## config.mk

```make
export PLATFORM = sky130hd
export DESIGN_NAME = uvmt_cv32e40x_obi_attr_fifo
export DESIGN_NICKNAME = d
export VERILOG_FILES = /design/src/rtl/uvmt_cv32e40x_obi_attr_fifo.sv
export SDC_FILE = /design/constraint.sdc
export NUM_CORES = 1
export LEC_CHECK = 0
export CAP_MARGIN = 10
export CORE_AREA = 4 4 41 43
export CTS_CLUSTER_SIZE = 8
export DETAILED_ROUTE_END_ITERATION = 10
export DIE_AREA = 0 0 45 47
export MAX_ROUTING_LAYER = met4
export PLACE_DENSITY = 0.53
export SYNTH_ARGS = -nofsm -noshare
export SYNTH_HDL_FRONTEND = slang
export SYNTH_SLANG_ARGS = --single-unit
```

## constraint.sdc

```tcl
create_clock -name clk -period 1.48 [get_ports clk]
set_input_delay 0.296 -clock clk [delete_from_list [all_inputs] [get_ports clk]]
set_output_delay 0.296 -clock clk [all_outputs]
set_load 0.03 [all_outputs]
```

## src/rtl/uvmt_cv32e40x_obi_attr_fifo.sv

```systemverilog
// In-order 1-bit attribute FIFO for outstanding OBI transactions.
// Ports: push_i/data_i write tail, pop_i reads head (data_o),
// full_o/empty_o/count_o report occupancy. Push while full is
// accepted only together with a pop; pop while empty is ignored.
module uvmt_cv32e40x_obi_attr_fifo #(
  parameter int unsigned DEPTH = 2,
  parameter int unsigned CW    = $clog2(DEPTH + 1)
) (
  input  logic          clk,
  input  logic          rst_n,
  input  logic          push_i,
  input  logic          data_i,
  input  logic          pop_i,
  output logic          data_o,
  output logic          full_o,
  output logic          empty_o,
  output logic [CW-1:0] count_o
);

  localparam int unsigned PW = (DEPTH > 1) ? $clog2(DEPTH) : 1;

  logic [DEPTH-1:0] mem_q;
  logic [PW-1:0]    wptr_q, rptr_q;
  logic [CW-1:0]    cnt_q;
  logic             do_push, do_pop;

  function automatic logic [PW-1:0] inc(input logic [PW-1:0] p);
    return (p == PW'(DEPTH - 1)) ? '0 : p + PW'(1);
  endfunction

  assign full_o  = (cnt_q == CW'(DEPTH));
  assign empty_o = (cnt_q == '0);
  assign count_o = cnt_q;
  assign data_o  = mem_q[rptr_q];

  assign do_pop  = pop_i && !empty_o;
  // a full FIFO still takes a push when the head leaves this cycle
  assign do_push = push_i && (!full_o || do_pop);

  always_ff @(posedge clk) begin
    if (!rst_n) begin
      mem_q  <= '0;
      wptr_q <= '0;
      rptr_q <= '0;
      cnt_q  <= '0;
    end else begin
      if (do_push) begin
        mem_q[wptr_q] <= data_i;
        wptr_q        <= inc(wptr_q);
      end
      if (do_pop) rptr_q <= inc(rptr_q);
      if (do_push && !do_pop) cnt_q <= cnt_q + CW'(1);
      else if (do_pop && !do_push) cnt_q <= cnt_q - CW'(1);
    end
  end

endmodule

```

## After elaboration in Yosys (flattened, before gate mapping)

Index checks and enable logic that the tools add are counted.

- Flip-flop bits (word level): 6
- Word-level logic and storage cells: 33
- Input bits: 5
- Output and inout bits: 5

- Muxes and demuxes: 9
- Add/sub/neg operators: 4
- Reductions and logical operators: 12
- Magnitude comparators: 3
- Equal/unequal tests: 1

Operators by type and width:

| kind | count |
|---|---|
| 1-bit logical AND | 5 |
| 1-bit two-way mux | 5 |
| 1-bit logical NOT | 4 |
| 1-bit by 2-bit less-than comparator with 1-bit output, second input constant | 2 |
| 2-bit two-way mux | 2 |
| 1-bit adder, second input constant | 2 |
| 2-bit by 1-bit adder with 2-bit output, second input constant | 1 |
| 2-bit bitwise mux | 1 |
| 2-bit equality test, second input constant | 1 |
| 2-bit logical NOT | 1 |
| 2-bit nonzero test | 1 |
| 2-bit by 1-bit subtractor with 2-bit output, second input constant | 1 |
| 1-bit demux with 1-bit select | 1 |
| 1-bit >= comparator, second input constant | 1 |
| 1-bit logical OR | 1 |

## Depth between registers and ports, before layout

- Depth in word-level cells: 9
- Depth in mapped cells: 6
- Gate-level depth less buffers: 6

## Least setup slack after synthesis

No wires, ideal clock.

- Path type: register to register
- Start: register cnt_q[1], in the netlist count_o[1]
- End: register cnt_q[1], in the netlist count_o[1]
- Data arrival time: 1719 ps
- Slack: -309 ps
- Data required time: 1410 ps
- Period minus slack after synthesis: 1789 ps
- Cell stages (with the launch flop): 6
- Path through: dfxtp_1 > nor3b_2 > nor2_1 > ha_1 > or3_1 > a21boi_1

- Word-level cells in the longest chain between the ends: 8
- Elaborated cells on any way between the ends: 16

Ends and longest elaborated chain:

| item | line | text |
|---|---|---|
| start: declaration | 24 | `logic [CW-1:0] cnt_q;` |
| start signal: assignment | 52 | `if (do_push && !do_pop) cnt_q <= cnt_q + CW'(1);` |
| start signal: assignment | 53 | `else if (do_pop && !do_push) cnt_q <= cnt_q - CW'(1);` |
| 2-bit logical NOT | 32 | `assign empty_o = (cnt_q == '0);` |
| 1-bit logical NOT | 36 | `assign do_pop = pop_i && !empty_o;` |
| 1-bit logical AND | 36 |  |
| 1-bit logical OR | 38 | `assign do_push = push_i && (!full_o \|\| do_pop);` |
| 1-bit logical AND | 38 |  |
| 1-bit logical NOT | 53 |  |
| 1-bit logical AND | 53 |  |
| 2-bit nonzero test (no source line) | - |  |

Several ways; a longest one is shown, not always the timed one. The select of a mux whose other input is x is not followed.
A chain may end at the register's enable or synchronous reset.

## Worst setup path in the final report

Ends and elaborated chain as after synthesis.

==> impl_results.md <==
- Initial DRC Count: 1
- Synthesized netlist cell count: 31
- Crit Path Max Fanout: 5
- Mean post-synth cell area: 9.61 sq um
- GP Congestion: 0.755
- Startpoint Class: flop
- Chip height: 47 um
- P&R area growth vs syn: 67.6%
- Die ar.: 0.00212 sq mm
- First-pass DRT Iterations: 3
- Net count reported at finish: 59
- P_leak: 0.227 nW
- Crit path arrival time: 1650 ps
- #FFs+latches synth: 6
- IO Count: 10
- Final core occ: 38.4%
- TritonCTS Buffers: 3
- # clock sinks: 6
- Grt ovf: 0
- Met3 Use GR: 2.68%
- Global-route wire length before repair: 1110 um
- CP delay by family, top: simple AND/OR/NAND/NOR gates
- Vias in the first global route: 274
- Crit path cell chain: nor3b_4 > nor2_1 > ha_1 > xor2_1 > or3_1 > a21boi_1
- Root Buffer: clkbuf_4
- Setup CP Type: reg -> reg
- Final slew viol count: 0
- Commonest non-fill, non-tap cells in the layout: buf_4, dfxtp_1
- Layout cells sized above 1: 38.5%
- Post-layout min period: 1470 ps
- Crit share post-route: 99.2%
- Most common cell after layout, fill and taps aside: buf_4
- Core area: 0.00130 sq mm
- Antenna cells: 0
- Starting Density: 22.9%
- CP max stage delay: 360 ps
- Slew headroom: 80.2%
- H-tree Lvls: 1
- Yosys cell types: 19
- Width of the die: 45 um
- Post-synthesis sequential area ratio: 40.3%
- Hold Slack: 454 ps
- FP Rows: 13
- Least-Margin Pin Slew: 299 ps
- Detail Route Antenna Nets: 0
- Slowest-stage cell, CP: dfxtp_4
- Drt total wl: 681 um
- Antenna violations before repair: 0
- Routed WL per cell: 10.2 um
- Cells after DPL: 60
- Clk Latency, worst-skew pair: 250 ps
- Endpoints failing setup: 0
- Worst clock skew: 9.43 ps
- Hold crit path type: reg -> reg
- Residual DRC: 0
- Synth warn: 0
- Met2 Use GR: 12.1%
- Post-Synthesis Net Count: 37
- DP Wirelength: 509 um
- FMAX: 681 MHz
- Critical Path Sink Type: flop
- Req. time, crit path: 1660 ps
- PD cells: 1840 mW/mm^2
- TritonCTS clock tree: yes
- Post-synthesis cell area: 298 sq um
- Outcome: finished, final reports clean
- Post-route insts no fill: 67
- RSZ-0062 raised after global routing: yes
- Busiest grt layer: met2
- Maximum vdd drop: 636 uV
- Max cap viols: 0
- Clk buf depth: 2
- Overall routing resource usage: 8.18%
- Met1 Usage GRT: 8.01%
- Largest net degree at the start of global routing: 8
- Hold Vio Cnt, Final: 0
- Routed vias: 286
- Via density: 4.27
- Port Buffers: 9
- Clk slew on worst S/H paths: 50 ps
- Buf/Inv on CP: 0
[worst reg2reg max path, cell delays in order (launching register included)]
cell and delay [ps]:
dfxtp_4 360, nor3b_4 210, nor2_1 70, ha_1 180, xor2_1 150, or3_1 320, a21boi_1 120
[metal layers]
metal | vias up | share of wire (%)
met2 | 8 | 52
li1 | 152 | -
met4 | 0 | 0
met5 | - | 0
met3 | 0 | 7.6
met1 | 126 | 40
[logic make-up after synthesis]
logic type / count (synthesis) / share of synthesized area (%)
AOI/OAI and AO/OA: 7 / 15.1
xor gates and xnor gates: 3 / 8.83
adders and majority gates: 1 / 4.20
buffers and inverters: 1 / 1.26
DFF: 6 / 40.3
muxes: 2 / 7.14
and+or+nand+nor: 11 / 23.1
[final cells by class]
| class | instances | area [sq um] |
|---|---|---|
| multi-input combinational | 24 | 184 |
| timing repair buffer | 17 | 139 |
| tap | 15 | 18.8 |
| sequential | 6 | 128 |
| clock buffer | 4 | 26.3 |
| inverter | 1 | 3.75 |
| fill | 148 | 802 |
[final timing paths]
check	cells after the start	slack (ps)	start	endpoint
setup / recovery	6	10	count_o[1]	count_o[1]
hold / removal	2	450	mem_q[0]	mem_q[0]
setup reg to reg	6	10	count_o[1]	count_o[1]
hold reg to reg	2	450	mem_q[0]	mem_q[0]
[metrics by stage]
stage                     setup TNS (ps)  worst slack, ps  area (sq um)  power (mW)
final                                  0             11.5           499       0.917
after global routing                -154            -86.2           499       0.984
after CTS                          -60.0            -53.4           499       0.916
after detailed placement           -1090             -496           453       0.720
after global placement              -956             -448           453       0.711
after floorplan                    -88.5            -88.5           309       0.531
[synthesized netlist by cell type]
cell,count,area share [%]
a21boi_1,2,5.0
xor2_1,1,2.9
o21ai_0,2,3.4
nand2_1,3,3.8
o31ai_1,1,2.5
and2_1,2,4.2
o211ai_1,1,2.5
o21ai_1,1,1.7
inv_1,1,1.3
nor2_1,2,2.5
dfxtp_1,6,40
xnor2_1,2,5.9
mux2i_1,1,3.4
or3_4,1,3.8
mux2_2,1,3.8
and2b_1,1,2.5
ha_1,1,4.2
nor3b_2,1,4.2
or3_1,1,2.1
[registers in the layout, summed over array words and instances (netlist names)]
signal / count
rptr_q: 1
count_o: 2
wptr_q: 1
mem_q: 2
[what timing repair did]
action                     4_1_cts  5_1_grt
buffers inserted                 2        1
hold buffers                     0        0
resized for setup               11        3
pin swaps                        2        5
setup endpoints to repair        6        4
[power breakdown]
group | internal [mW] | switching, mW
clock | 0.102 | 0.0644
sequential | 0.216 | 0.0414
combinational | 0.256 | 0.237
total | 0.574 | 0.343
Power figures use the tool's default switching activity.
==> edit 1: new RTL, same flow settings <==
Change the parameter `DEPTH` from 2 to 1.
--- a/src/rtl/uvmt_cv32e40x_obi_attr_fifo.sv
+++ b/src/rtl/uvmt_cv32e40x_obi_attr_fifo.sv
@@ -5,3 +5,3 @@
 module uvmt_cv32e40x_obi_attr_fifo #(
-  parameter int unsigned DEPTH = 2,
+  parameter int unsigned DEPTH = 1,
   parameter int unsigned CW    = $clog2(DEPTH + 1)
Ports: changed (resized count_o); port bits go from 10 to 9. The function was not compared with the original's and may differ.
==> edit 1 against the original RTL <==
Combinational power down 91%. Sequential power down 77%. Clock power shrank 29%. Cell area down 60%. Die area is the same. Maximum frequency rose by 13%. Sequential cell count decreased by 4. Setup slack improved by 0.17 ns. Wire length down 61%. Area after synthesis shrank 70%. Core utilization decreased by 23 points. Total power fell by 76%. Critical path type is now register to primary output. Critical endpoint is now empty_o.
==> edit 1: results (changes against the original RTL) <==
Logic synthesis
  – Post-synthesis compound-gate area fraction: 0.1831 (+0.03184)
  – Ys flop type: dfxtp_1
  – Synth Area in Adders: 0 (-0.04202)
  – Sequential cell area fraction in the yosys report: 0.4507 (+0.04734)
  – Synth Area in XOR/XNOR: 0 (-0.08824)
  – Main area contributors after synthesis: dfxtp_1 45%, mux2i_1 11%, o21ai_2 9.9%
  – Synthesized Nets: 15 (-59%)
  – Mux contribution to synthesized area: 0.1127 (+0.04125)
  – Count of different cell masters after synthesis: 8 (-11)
  – Largest family of logic cells by synthesized area: compound AO/OA/AOI/OAI gates
  – Cell count after synthesis: 10 (-68%)
  – Post-synth top cells: 2 x dfxtp_1, 2 x nand2_1

Clock tree
  – Clk_lat worst skew: 0.22 ns (-0.03 ns)
  – Post-CTS Setup Bufs: 0 (-2)
  – Post_cts resized: 4 (-7)
  – Reg clk slew, reported paths: 0.03 ns (-0.02 ns)

STA
  – Final hold slack: 0.4580 ns (+0.004514 ns)
  – Relative slew slack: 0.7988 (-0.002878)
  – Clock skew: 0.0001795 ns (-0.009255 ns)

Hold path
  – Worst hold stages: 2 (unchanged)
  – Hold worst-path end: mem_q
  – Hold crit path type: register to register
  – Worst hold start: mem_q

Power and ir drop
  – Max VDD drop: 0.1550 mV (-76%)
  – P_leak: 0.08924 nW (-61%)
  – P_sw: 0.05470 mW (-84%)

GRT
  – Largest net degree at the start of global routing: 4 (-4)
  – Total track usage: 0.04231 (-0.03946)
  – Met3 usage: 0.03448 (+0.007663)
  – First-pass GRT wire length: 462 um (-58%)
  – Met1 usage: 0.01580 (-0.06429)
  – Met2 usage: 0.05932 (-0.06215)
  – Vias in the first global route: 128 (-53%)

Setup path
  – Crit path capture: empty_o
  – Worst R2R Setup Slack: 0.68 ns (+0.67 ns)
  – Crit path max fanout: 3 (-2)
  – RR Startpoint: count_o
  – Crit path max-delay cell type: dlygate4sd2_1
  – Critical path's largest stage delay: 0.40 ns (+0.04 ns)
  – CP startpoint: count_o
  – Required time worst endpoint: 1.18 ns (-0.48 ns)
  – CP delay by family, top: buffers and inverters
  – Critical R2R Capture: mem_q
  – R2R cell count: 3 (-3)

Layout
  – Count of non-filler cells in the finished layout: 35 (-48%)
  – Share of post-route cells with drive strength above 1: 0.2500 (-0.1346)
  – Nets: 27 (-54%)

Routing
  – DRT Pass-1 Iters: 2 (-1)
  – Routed vias: 100 (-65%)
  – Routed len/inst: 7.657 um (-25%)
  – Metal3 WL: 15 um (-71%)
  – WL met2: 205 um (-42%)
  – Wl on met1: 47 um (-83%)

Placement
  – Port bufs: 8 (-1)
  – DP Cell Count: 32 (-47%)
  – Placer's final routability congestion estimate: 0.5123 (-32%)
  – Placement Cell Area: 180.2 um^2 (-60%)
  – DP HPWL: 230.2 um (-55%)

Outcome
  – Status: completed
[edit 1: cell type report]
type	instances	area, um^2
Tap cell	15	18.77
Fill cell	159	1104
Timing Repair Buffer	8	75.07
Sequential cell	2	40.04
Multi-Input combinational cell	6	37.54
Inverter	1	3.754
Clock buffer	3	22.52
[edit 1: per-stage QoR]
step / setup slack [ns] / utilization
finish: 0.1797 / 0.1519
global placement: 0.1330 / 0.1385
global route: 0.1314 / 0.1519
CTS: 0.1565 / 0.1519
detailed placement: 0.1257 / 0.1385
floorplan: 0.3876 / -
[edit 1: tightest hold or removal path, stage by stage, from the launching register on]
cell and delay (ns):
dfxtp_1 0.30, nand2_1 0.05, mux2i_1 0.06
[edit 1: power by group through the flow]
stage	sequential [mW]	clock, mW	combinational [mW]
4_1_cts	0.0603	0.130	0.0448
6_report	0.0603	0.118	0.0439
3_5_place_dp	0.0613	0	0.0498
5_1_grt	0.0610	0.137	0.0466
2_1_floorplan	0.0681	0	0.0175
3_3_place_gp	0.0611	0	0.0496
==> edit 2: new RTL, same settings <==
Without the edit above. Reset style: asynchronous (`rst_n`), changed in one clocked block.
--- a/src/rtl/uvmt_cv32e40x_obi_attr_fifo.sv
+++ b/src/rtl/uvmt_cv32e40x_obi_attr_fifo.sv
@@ -39,3 +39,3 @@
 
-  always_ff @(posedge clk) begin
+  always_ff @(posedge clk or negedge rst_n) begin
     if (!rst_n) begin
Behaviour: differs if rst_n is asserted again (counterexample within 4 cycles, from zero or initial values and one cycle with rst_n low); with rst_n held inactive, the same outputs for 10 cycles.
==> edit 2 against the original RTL <==
The run now ends with negative setup slack left. Area after synthesis stayed put. Sequential cell count stayed put. Total power is 31% higher. Wire length is 4.7% higher. Count of clock-buffer cells in the layout is 1 lower. Cell area is 1.8% higher. Setup slack worse by 0.12 ns. Worst hold slack worse by 0.17 ns. Highest routed layer unchanged. Critical endpoint is now full_o.
==> edit 2: results (changes against the original RTL) <==
STA
  – Clock skew: 0.01058 ns (+0.001149 ns)
  – # setup viols final: 4 (+4)
  – Slew @ Worst Pin: 0.4507 ns (+0.1520 ns)
  – Final worst setup slack: -0.1103 ns (-0.1218 ns)

Setup path
  – Critical Path AT: 1.29 ns (-0.36 ns)
  – Critical path's largest stage delay: 0.44 ns (+0.08 ns)
  – CP delay by family, top: flip-flops
  – CP startpoint: count_o[0]

Logic synthesis
  – Post-synth top cells: 6 x dfrtp_1, 3 x mux2_2, 3 x nor2_1, 3 x xor2_1
  – Asr flop ratio synth: 1.000 (+1.000)
  – Sequential cell area fraction in the yosys report: 0.5042 (+0.1008)
  – Main area contributors after synthesis: dfrtp_1 50%, mux2_2 11%, xor2_1 8.8%
  – Synthesized Nets: 30 (-19%)
  – Count of different cell masters after synthesis: 11 (-8)

GRT
  – Largest net degree at the start of global routing: 7 (-1)
  – Met3 usage: 0.04215 (+0.01533)
  – Met1 usage: 0.08545 (+0.005359)
  – First-pass GRT wire length: 1214 um (+9.4%)
  – Vias in the first global route: 286 (+4.4%)
  – Met2 usage: 0.1299 (+0.008475)

Power and ir drop
  – Switching Share: 0.4006 (+0.02693)
  – Max VDD drop: 0.9035 mV (+42%)
  – P_leak: 0.2334 nW (+2.8%)

Placement
  – Placer's final routability congestion estimate: 0.7339 (-2.8%)
  – Worst slack, placed: -0.4069 ns (+0.08935 ns)

Outcome
  – Status: complete, but fails checks
  – Failing checks: negative setup slack

Hold path
  – Hold crit path type: input pin to async pin

Routing
  – First DRT Iteration DRCs: 5 (+4)
  – DRT Pass-1 Iters: 2 (-1)
  – Routed vias: 246 (-14%)

Layout
  – Share of post-route cells with drive strength above 1: 0.5333 (+0.1487)
edit 2: final cells by class:
| cell class | count | share of cell area |
|---|---|---|
| Multi-Input combinational cell | 18 | 0.3276 |
| Sequential cell | 6 | 0.3005 |
| Timing Repair Buffer | 18 | 0.2906 |
| Clock buffer | 3 | 0.04433 |
| Tap cell | 15 | 0.03695 |
edit 2: cell families after synthesis:
family / count (synthesis) / share of synthesized area
adders and majority gates: 1 / 0.04201
xor gates and xnor gates: 5 / 0.1471
AOI/OAI and AO/OA: 1 / 0.01679
DFF: 6 / 0.5042
and+or+nand+nor: 8 / 0.1765
muxes: 3 / 0.1134
edit 2: metal layers:
metal	share of wire	routed length (um)	vias up
met2	0.51	363	11
met4	0	0	0
met5	0	0	-
met3	0.093	66	0
li1	-	-	121
met1	0.40	283	114
edit 2: metrics by stage:
step	total power, mW	instances	hold WS [ns]
after global placement	0.9915	53	0.4788
after CTS	1.186	58	0.2943
after floorplan	0.7311	24	0.0004090
final	1.199	60	0.2858
after detailed placement	1.013	53	0.4937
after global routing	1.283	60	0.3100
edit 2: power by group through the flow:
stage	logic (mW)	clock network, mW	registers [mW]
after CTS	0.682	0.161	0.343
after global routing	0.757	0.164	0.361
final	0.701	0.154	0.345
after floorplan	0.341	0	0.390
after global placement	0.654	0	0.338
after detailed placement	0.667	0	0.346
edit 2: final timing paths:
check,endpoint,cells after the start
max in group asynchronous,count_o[1],1
min in group clk,wptr_q,1
worst min-delay path,mem_q[0],1
worst min register to register,wptr_q,1
worst max-delay path,full_o,4
worst max register to register,count_o[1],6
edit 2: timing repair:
action | CTS | global route
resized for setup | 7 | 3
setup buffers | 2 | 2
pin swaps | 3 | 3
hold endpoints to repair | 0 | 0
endpoints found under the setup margin | 5 | 3
